[config.mk]
export PLATFORM = sky130hd
export DESIGN_NAME = orv64_ic_prefetch_buf
export DESIGN_NICKNAME = d
export VERILOG_FILES = /design/src/rtl/orv64_param_pkg.sv /design/src/rtl/orv64_typedef_pkg.sv /design/src/rtl/orv64_ic_pf_entry.sv /design/src/rtl/orv64_ic_prefetch_buf.sv
export SDC_FILE = /design/constraint.sdc
export NUM_CORES = 1
export LEC_CHECK = 0
export ABC_AREA = 1
export CAP_MARGIN = 30
export CORE_MARGIN = 8
export CORE_UTILIZATION = 45
export CTS_CLUSTER_DIAMETER = 30
export CTS_CLUSTER_SIZE = 40
export DETAILED_ROUTE_END_ITERATION = 10
export GPL_ROUTABILITY_DRIVEN = 1
export SLEW_MARGIN = 20
export SYNTH_ARGS = -nofsm -noshare
export SYNTH_HDL_FRONTEND = slang
export SYNTH_SLANG_ARGS = --single-unit
[constraint.sdc]
create_clock -name clk -period 8.9 [get_ports clk]
set_input_delay 0.89 -clock clk [delete_from_list [all_inputs] [get_ports clk]]
set_output_delay 0.89 -clock clk [all_outputs]
set_load 0.01 [all_outputs]
[src/rtl/orv64_param_pkg.sv]
// Shared orv64 sizing parameters used as defaults by the icache prefetch path.
package orv64_param_pkg;

  localparam int ORV64_N_ICACHE_PREFETCH  = 4;
  localparam int ORV64_ICACHE_LINE_WIDTH  = 256;
  localparam int ORV64_VIR_ADDR_WIDTH     = 39;
  localparam int ORV64_ICACHE_LINE_OFFSET = 5;

endpackage

[src/rtl/orv64_typedef_pkg.sv]
// Shared orv64 type definitions.
package orv64_typedef_pkg;

  typedef enum logic [1:0] {
    ORV64_IC_PF_IDLE,
    ORV64_IC_PF_REQ,
    ORV64_IC_PF_WAIT,
    ORV64_IC_PF_DRAIN
  } orv64_ic_pf_state_t;

endpackage

[src/rtl/orv64_ic_pf_entry.sv]
// One prefetched line: valid/tag/line storage, tag compare and 32-bit word select.
module orv64_ic_pf_entry #(
  parameter int LINE_W  = 256,
  parameter int TAG_W   = 34,
  parameter int WIDX_W  = $clog2(LINE_W / 32)
) (
  input  logic              clk,
  input  logic              rst,
  input  logic              clr,
  input  logic              we,
  input  logic [TAG_W-1:0]  wr_tag,
  input  logic [LINE_W-1:0] wr_line,
  input  logic [TAG_W-1:0]  probe_tag,
  input  logic [WIDX_W-1:0] probe_word,
  output logic              hit,
  output logic [31:0]       word
);

  logic              valid;
  logic [TAG_W-1:0]  tag;
  logic [LINE_W-1:0] line;

  // NOTE: sequential state uses non-blocking (<=) so every register samples pre-edge values.
  always_ff @(posedge clk) begin
    if (rst) begin
      valid <= 1'b0;
    end else if (we) begin
      valid <= 1'b1;
    end else if (clr) begin
      valid <= 1'b0;
    end
  end

  // NOTE: tag/line storage is deliberately not reset; valid alone qualifies it.
  always_ff @(posedge clk) begin
    if (we) begin
      tag  <= wr_tag;
      line <= wr_line;
    end
  end

  assign hit  = valid && (tag == probe_tag);
  assign word = hit ? line[probe_word*32 +: 32] : 32'd0;

endmodule

[src/rtl/orv64_ic_prefetch_buf.sv]
// Sequential next-line instruction prefetcher: after an icache miss it streams the
// following N_ENTRY lines into a small buffer that fetch can probe with 1-cycle latency.
module orv64_ic_prefetch_buf
  import orv64_param_pkg::*;
  import orv64_typedef_pkg::*;
#(
  parameter int N_ENTRY = ORV64_N_ICACHE_PREFETCH,
  parameter int LINE_W  = ORV64_ICACHE_LINE_WIDTH,
  parameter int ADDR_W  = ORV64_VIR_ADDR_WIDTH
) (
  input  logic              clk,
  input  logic              rst,
  input  logic              flush,
  input  logic              miss_valid,
  input  logic [ADDR_W-1:0] miss_addr,
  output logic              pf_req_valid,
  output logic [ADDR_W-1:0] pf_req_addr,
  input  logic              pf_req_ready,
  input  logic              pf_resp_valid,
  input  logic [LINE_W-1:0] pf_resp_line,
  input  logic              lookup_valid,
  input  logic [ADDR_W-1:0] lookup_pc,
  output logic              lookup_rsp_valid,
  output logic              lookup_hit,
  output logic [31:0]       lookup_inst
);

  localparam int OFF_W  = ORV64_ICACHE_LINE_OFFSET;
  localparam int TAG_W  = ADDR_W - OFF_W;
  localparam int WIDX_W = $clog2(LINE_W / 32);
  localparam int CNT_W  = $clog2(N_ENTRY + 1);
  localparam logic [ADDR_W-1:0] LINE_BYTES = ADDR_W'(32);

  orv64_ic_pf_state_t state, state_nxt;

  logic [ADDR_W-1:0] next_addr;
  logic [CNT_W-1:0]  cnt;
  logic              pend;

  logic clr_all, load_addr, cnt_clr, advance, pend_set, pend_clr, wr_en;

  logic [ADDR_W-1:0] miss_next;
  assign miss_next = {miss_addr[ADDR_W-1:OFF_W], {OFF_W{1'b0}}} + LINE_BYTES;

  logic unused_bits;
  assign unused_bits = ^{miss_addr[OFF_W-1:0], lookup_pc[1:0]};

  always_ff @(posedge clk) begin
    if (rst) state <= ORV64_IC_PF_IDLE;
    else     state <= state_nxt;
  end

  // NOTE: every comb output gets a default first so no path can infer a latch.
  always_comb begin
    state_nxt = state;
    clr_all   = 1'b0;
    load_addr = 1'b0;
    cnt_clr   = 1'b0;
    advance   = 1'b0;
    pend_set  = 1'b0;
    pend_clr  = 1'b0;
    wr_en     = 1'b0;
    if (flush) begin
      // Flush beats any concurrent miss; an in-flight response still has to be drained.
      clr_all  = 1'b1;
      pend_clr = 1'b1;
      case (state)
        ORV64_IC_PF_WAIT,
        ORV64_IC_PF_DRAIN: state_nxt = pf_resp_valid ? ORV64_IC_PF_IDLE : ORV64_IC_PF_DRAIN;
        default:           state_nxt = ORV64_IC_PF_IDLE;
      endcase
    end else begin
      case (state)
        ORV64_IC_PF_IDLE: begin
          if (miss_valid) begin
            clr_all   = 1'b1;
            load_addr = 1'b1;
            cnt_clr   = 1'b1;
            state_nxt = ORV64_IC_PF_REQ;
          end
        end
        ORV64_IC_PF_REQ: begin
          if (pf_req_ready) begin
            // A miss coinciding with the handshake must wait for that response.
            state_nxt = ORV64_IC_PF_WAIT;
            if (miss_valid) begin
              load_addr = 1'b1;
              pend_set  = 1'b1;
            end
          end else if (miss_valid) begin
            clr_all   = 1'b1;
            load_addr = 1'b1;
            cnt_clr   = 1'b1;
          end
        end
        ORV64_IC_PF_WAIT: begin
          if (pf_resp_valid) begin
            if (pend || miss_valid) begin
              clr_all   = 1'b1;
              load_addr = miss_valid;
              cnt_clr   = 1'b1;
              pend_clr  = 1'b1;
              state_nxt = ORV64_IC_PF_REQ;
            end else begin
              wr_en     = 1'b1;
              advance   = 1'b1;
              state_nxt = (cnt == CNT_W'(N_ENTRY - 1)) ? ORV64_IC_PF_IDLE : ORV64_IC_PF_REQ;
            end
          end else if (miss_valid) begin
            // The restart address is loaded now; the stale line is dropped on arrival.
            load_addr = 1'b1;
            pend_set  = 1'b1;
          end
        end
        ORV64_IC_PF_DRAIN: begin
          if (pf_resp_valid) state_nxt = ORV64_IC_PF_IDLE;
        end
        default: state_nxt = ORV64_IC_PF_IDLE;
      endcase
    end
  end

  always_comb begin
    pf_req_valid = (state == ORV64_IC_PF_REQ);
  end

  assign pf_req_addr = next_addr;

  always_ff @(posedge clk) begin
    if (rst) begin
      next_addr <= '0;
      cnt       <= '0;
      pend      <= 1'b0;
    end else begin
      if (load_addr)    next_addr <= miss_next;
      else if (advance) next_addr <= next_addr + LINE_BYTES;
      if (cnt_clr)      cnt <= '0;
      else if (advance) cnt <= cnt + CNT_W'(1);
      if (pend_clr)      pend <= 1'b0;
      else if (pend_set) pend <= 1'b1;
    end
  end

  logic [N_ENTRY-1:0] hit_vec;
  logic [31:0]        word_vec [N_ENTRY];

  for (genvar i = 0; i < N_ENTRY; i++) begin : g_entry
    orv64_ic_pf_entry #(
      .LINE_W (LINE_W),
      .TAG_W  (TAG_W),
      .WIDX_W (WIDX_W)
    ) u_entry (
      .clk        (clk),
      .rst        (rst),
      .clr        (clr_all),
      .we         (wr_en && (cnt == CNT_W'(i))),
      .wr_tag     (next_addr[ADDR_W-1:OFF_W]),
      .wr_line    (pf_resp_line),
      .probe_tag  (lookup_pc[ADDR_W-1:OFF_W]),
      .probe_word (lookup_pc[OFF_W-1:2]),
      .hit        (hit_vec[i]),
      .word       (word_vec[i])
    );
  end

  logic        any_hit;
  logic [31:0] inst_or;

  // Tags are unique, so OR-ing the already hit-gated words selects the single match.
  always_comb begin
    any_hit = 1'b0;
    inst_or = 32'd0;
    for (int i = 0; i < N_ENTRY; i++) begin
      any_hit = any_hit | hit_vec[i];
      inst_or = inst_or | word_vec[i];
    end
  end

  always_ff @(posedge clk) begin
    if (rst) begin
      lookup_rsp_valid <= 1'b0;
      lookup_hit       <= 1'b0;
      lookup_inst      <= 32'd0;
    end else begin
      lookup_rsp_valid <= lookup_valid;
      lookup_hit       <= lookup_valid && any_hit;
      lookup_inst      <= lookup_valid ? inst_or : 32'd0;
    end
  end

endmodule

==> metrics.txt <==
# TYPE chip_impl_metric gauge
chip_impl_info{name="top_flip_flop_cell_by_instance_count_after_synthesis",value="sky130_fd_sc_hd__edfxtp_1"} 1
chip_impl_info{name="yosys-top-cells-area",value="sky130_fd_sc_hd__edfxtp_1, sky130_fd_sc_hd__nor2_1, sky130_fd_sc_hd__nand2_1, sky130_fd_sc_hd__dfxtp_1, sky130_fd_sc_hd__nand3_1"} 1
chip_impl_metric{name="power.ir.vdd_worst",unit="uV"} 177
chip_impl_metric{name="io_buffers",unit=""} 402
chip_impl_metric{name="synth_async_sr_flop_share",unit="%"} 0
chip_impl_metric{name="holdBufCountCts",unit=""} 0
chip_impl_info{name="globalRoute.busiestLayer",value="met2"} 1
chip_impl_metric{name="dp_worst_setup_slack",unit="ns"} 3.74
chip_impl_metric{name="post_cts_resized",unit=""} 0
chip_impl_metric{name="critical_path_arrival",unit="ns"} 5.07
chip_impl_metric{name="synth_edf_count",unit=""} 1160
chip_impl_metric{name="grt_util_met1",unit="%"} 30.3
chip_impl_metric{name="timing_hold_violations_final",unit=""} 0
chip_impl_metric{name="final-seq-area",unit="mm2"} 0.0364
chip_impl_metric{name="drive_gt1_share",unit="%"} 9.38
chip_impl_info{name="clock_tree_root_driver_cell",value="sky130_fd_sc_hd__clkbuf_16"} 1
chip_impl_info{name="cp-end-kind",value="flop"} 1
chip_impl_metric{name="synth-simple-area-share",unit="%"} 20.7
chip_impl_metric{name="area_taken_by_multi_input_logic_gates",unit="mm2"} 0.0139
chip_impl_info{name="synth.cells.most_frequent",value="sky130_fd_sc_hd__nor2_1, sky130_fd_sc_hd__edfxtp_1, sky130_fd_sc_hd__nand2_1"} 1
chip_impl_metric{name="drv_cap",unit=""} 0
chip_impl_metric{name="synth-warning-count",unit=""} 0
chip_impl_metric{name="drt_first_iter_violations",unit=""} 2687
chip_impl_metric{name="global_route_wire_length_before_repair",unit="um"} 224000
chip_impl_info{name="dominant_cell_by_count_in_the_synthesized_netlist",value="sky130_fd_sc_hd__nor2_1"} 1
chip_impl_metric{name="timing.critical_path.required",unit="ns"} 9.69
chip_impl_metric{name="detailedPlacementHpwl",unit="um"} 92200
chip_impl_metric{name="cts.reportedPaths.clkPinSlew",unit="ns"} 0.04
chip_impl_info{name="critPathKind",value="primary input to flop"} 1
chip_impl_metric{name="drc_violations_left",unit=""} 0
chip_impl_metric{name="start_util",unit="%"} 45.4
chip_impl_metric{name="antenna_violations_before_repair",unit=""} 33
chip_impl_info{name="netlist.top_cell.by_area",value="sky130_fd_sc_hd__edfxtp_1"} 1
chip_impl_info{name="clock_tree_from_tritoncts",value="built"} 1
chip_impl_info{name="r2r_start",value="g_entry[3].u_entry.tag[12]"} 1
chip_impl_metric{name="global_route.usage.met2",unit="%"} 38.5
chip_impl_metric{name="synth-compound-area-share",unit="%"} 2.66
chip_impl_metric{name="floorplan.die_area",unit="mm2"} 0.126
chip_impl_metric{name="holdWs",unit="ns"} 0.466
chip_impl_metric{name="grt_overflow",unit=""} 0
chip_impl_metric{name="post_synth_inst_count",unit=""} 4777
chip_impl_metric{name="clock_path_buffers",unit=""} 4
chip_impl_metric{name="period_share",unit="%"} 48.1
chip_impl_metric{name="postCtsSetupBuffers",unit=""} 0
chip_impl_metric{name="maximum_number_of_pins_on_one_net_before_global_route_repair",unit=""} 159
chip_impl_metric{name="synth_area",unit="mm2"} 0.0519
chip_impl_metric{name="detailed_place.area",unit="mm2"} 0.0573
chip_impl_metric{name="yosysSeqAreaShare",unit="%"} 70.1
chip_impl_metric{name="synth.mux.area_fraction",unit="%"} 2.39
chip_impl_metric{name="fin_skew",unit="ns"} 0.0777
chip_impl_metric{name="crit_path_max_fanout",unit=""} 30
chip_impl_info{name="hp-start",value="cnt[2]"} 1
chip_impl_metric{name="timing_max_transition_violations_final",unit=""} 0
chip_impl_metric{name="vias_per_cell",unit=""} 5.11
chip_impl_metric{name="fmax",unit="MHz"} 234
chip_impl_info{name="crit_path_start",value="lookup_pc[17]"} 1
chip_impl_metric{name="synthesis.area_per_instance",unit="um2"} 10.9
chip_impl_info{name="critical_path.startpoint_type",value="primary input"} 1
chip_impl_metric{name="finalWirelength",unit="um"} 154000
chip_impl_metric{name="route.detailed.wl_per_inst",unit="um"} 21.9
chip_impl_metric{name="htree_num_levels",unit=""} 5
chip_impl_metric{name="synth_largest_type_area_fraction",unit="%"} 67.1
chip_impl_metric{name="detailroute.via_count",unit=""} 35800
chip_impl_metric{name="min_period",unit="ns"} 4.28
chip_impl_metric{name="number_of_global_route_vias_before_repair",unit=""} 35900
chip_impl_metric{name="nNetsFinal",unit=""} 5633
chip_impl_metric{name="filler_cell_count",unit=""} 9403
chip_impl_metric{name="finish.instance_area",unit="mm2"} 0.0664
chip_impl_metric{name="pwr_density_cell",unit="mW/mm2"} 255
chip_impl_metric{name="placementRows",unit=""} 124
chip_impl_metric{name="die_width",unit="um"} 356
chip_impl_metric{name="setup-violations-final",unit=""} 0
chip_impl_metric{name="tritoncts.num_buffers",unit=""} 276
chip_impl_metric{name="grt_use_met3",unit="%"} 6.44
chip_impl_metric{name="top_level_ports",unit=""} 415
chip_impl_metric{name="dpl.cell_count",unit=""} 6514
chip_impl_metric{name="worst_slew_margin_rel",unit="%"} 17.3
chip_impl_metric{name="post-route-worst-setup-slack",unit="ns"} 4.62
chip_impl_metric{name="ant_nets",unit=""} 0
chip_impl_metric{name="power.leakage",unit="uW"} 0.0248
chip_impl_metric{name="final_cell_count_without_fillers",unit=""} 7006
chip_impl_metric{name="worst_skew_pair_latency",unit="ns"} 0.86
chip_impl_metric{name="detail_route.first_pass.iterations",unit=""} 5
chip_impl_info{name="status",value="finished clean"} 1
chip_impl_metric{name="global_route.usage.total",unit="%"} 23.7
chip_impl_metric{name="least_margin_pin_slew",unit="ns"} 1.24
chip_impl_metric{name="setup_tns",unit="ns"} 0
chip_impl_metric{name="synth_fa_ha_area_share",unit="%"} 0.265
chip_impl_info{name="rsz0062_at_grt",value="false"} 1
chip_impl_metric{name="post_synth_xor_area_fraction",unit="%"} 0.759
chip_impl_metric{name="core_area",unit="mm2"} 0.114
chip_impl_metric{name="y_dimension_of_the_die",unit="um"} 356
chip_impl_metric{name="cts_num_sinks",unit=""} 1238
chip_impl_info{name="dominant_combinational_cell_family_by_area_after_synthesis",value="simple AND/OR/NAND/NOR gates"} 1
chip_impl_metric{name="place_congestion",unit=""} 0.894
chip_impl_metric{name="ys_seq_elements",unit=""} 1238
chip_impl_metric{name="area_growth",unit="%"} 27.9
chip_impl_metric{name="synth_cell_types",unit=""} 44
chip_impl_info{name="hold_path.class",value="flop to flop"} 1
chip_impl_metric{name="r2r_setup_slack",unit="ns"} 4.96
[per-stage QoR]
step	power (uW)	utilization, %
3_3_place_gp	7250	50.1
6_report	16900	58.0
2_1_floorplan	6850	-
3_5_place_dp	7260	50.1
5_1_grt	17400	58.0
4_1_cts	17100	58.0
[flip-flops by register name, indices dropped and copies added (netlist names)]
signal and flops:
cnt 3, g_entry.u_entry.line 1024, g_entry.u_entry.tag 136, g_entry.u_entry.valid 4
lookup_hit 1, lookup_inst 32, lookup_rsp_valid 1, pend 1
pf_req_addr 34, state 2
[worst max-delay path, cell delays in order]
cell and delay, ns:
sky130_fd_sc_hd__clkdlybuf4s50_1 0.49, sky130_fd_sc_hd__inv_1 0.16, sky130_fd_sc_hd__nand2_1 0.09, sky130_fd_sc_hd__o21ai_0 0.15, sky130_fd_sc_hd__nor2_1 0.12, sky130_fd_sc_hd__nand2_1 0.06, sky130_fd_sc_hd__nor2_1 0.25, sky130_fd_sc_hd__inv_1 0.12
sky130_fd_sc_hd__nor2_4 0.69, sky130_fd_sc_hd__nand2_4 0.52, sky130_fd_sc_hd__buf_4 0.48, sky130_fd_sc_hd__nor2_1 0.16, sky130_fd_sc_hd__nor2_1 0.06, sky130_fd_sc_hd__nand2_1 0.19, sky130_fd_sc_hd__nand2_1 0.14, sky130_fd_sc_hd__nand2_1 0.08
sky130_fd_sc_hd__nand2_1 0.21, sky130_fd_sc_hd__nor2_1 0.17
[worst paths after layout]
check,cells past startpoint,end
worst max-delay path,18,lookup_inst[18]
worst min-delay path,2,cnt[2]
worst max register to register,16,lookup_inst[18]
worst min register to register,2,cnt[2]
[cells in the final DEF (no fill, tap or decap), types with 8 or more instances in the layout]
cell and count:
sky130_fd_sc_hd__nor2_1 1542, sky130_fd_sc_hd__edfxtp_1 1160, sky130_fd_sc_hd__nand2_1 810, sky130_fd_sc_hd__clkdlybuf4s50_1 400, sky130_fd_sc_hd__nand3_1 290, sky130_fd_sc_hd__clkbuf_16 281
sky130_fd_sc_hd__inv_1 142, sky130_fd_sc_hd__o21ai_0 127, sky130_fd_sc_hd__mux2i_1 124, sky130_fd_sc_hd__a21oi_1 84, sky130_fd_sc_hd__dfxtp_1 78, sky130_fd_sc_hd__clkinv_2 37
sky130_fd_sc_hd__clkbuf_1 37, sky130_fd_sc_hd__bufinv_16 36, sky130_fd_sc_hd__clkinv_1 33, sky130_fd_sc_hd__xnor2_1 31, sky130_fd_sc_hd__inv_2 27, sky130_fd_sc_hd__buf_4 27
sky130_fd_sc_hd__diode_2 22, sky130_fd_sc_hd__o21ai_1 17, sky130_fd_sc_hd__clkinvlp_4 16, sky130_fd_sc_hd__xor2_1 14, sky130_fd_sc_hd__inv_6 13, sky130_fd_sc_hd__nor2_2 12
sky130_fd_sc_hd__ha_1 11, sky130_fd_sc_hd__clkinv_4 11, sky130_fd_sc_hd__nand2_2 10, sky130_fd_sc_hd__nand3b_1 10, sky130_fd_sc_hd__nor2_4 9, sky130_fd_sc_hd__o22ai_1 9
sky130_fd_sc_hd__or2_2 8, sky130_fd_sc_hd__buf_12 8
[routing by layer]
| layer | share of wire [%] | up-vias |
|---|---|---|
| li1 | - | 17200 |
| met1 | 42 | 17100 |
| met2 | 48 | 1234 |
| met3 | 7.6 | 288 |
| met4 | 3.2 | 18 |
| met5 | 0.083 | - |
[final cells by class]
type                       instances  area share, %
clock buffer                     321           10.9
multi-input combinational       3153           21.0
clock inverter                   148           2.66
tap                             1512           2.85
antenna                           22         0.0829
inverter                         174           1.04
sequential                      1238           54.8
timing repair buffer             438           6.67
[logic make-up after synthesis]
logic type / Yosys count
compound gates: 261
xor+xnor: 45
fa+ha+maj: 11
buf+inv: 390
flops: 1238
mux: 124
other cells: 1
simple gates: 2707
[report_power, final]
group	total, uW	internal [uW]	switching (uW)
clock	9760	6770	2990
sequential	6450	6410	42.7
combinational	708	287	421
total	16900	13500	3460
Note: power is estimated with default switching activity, not from simulation.
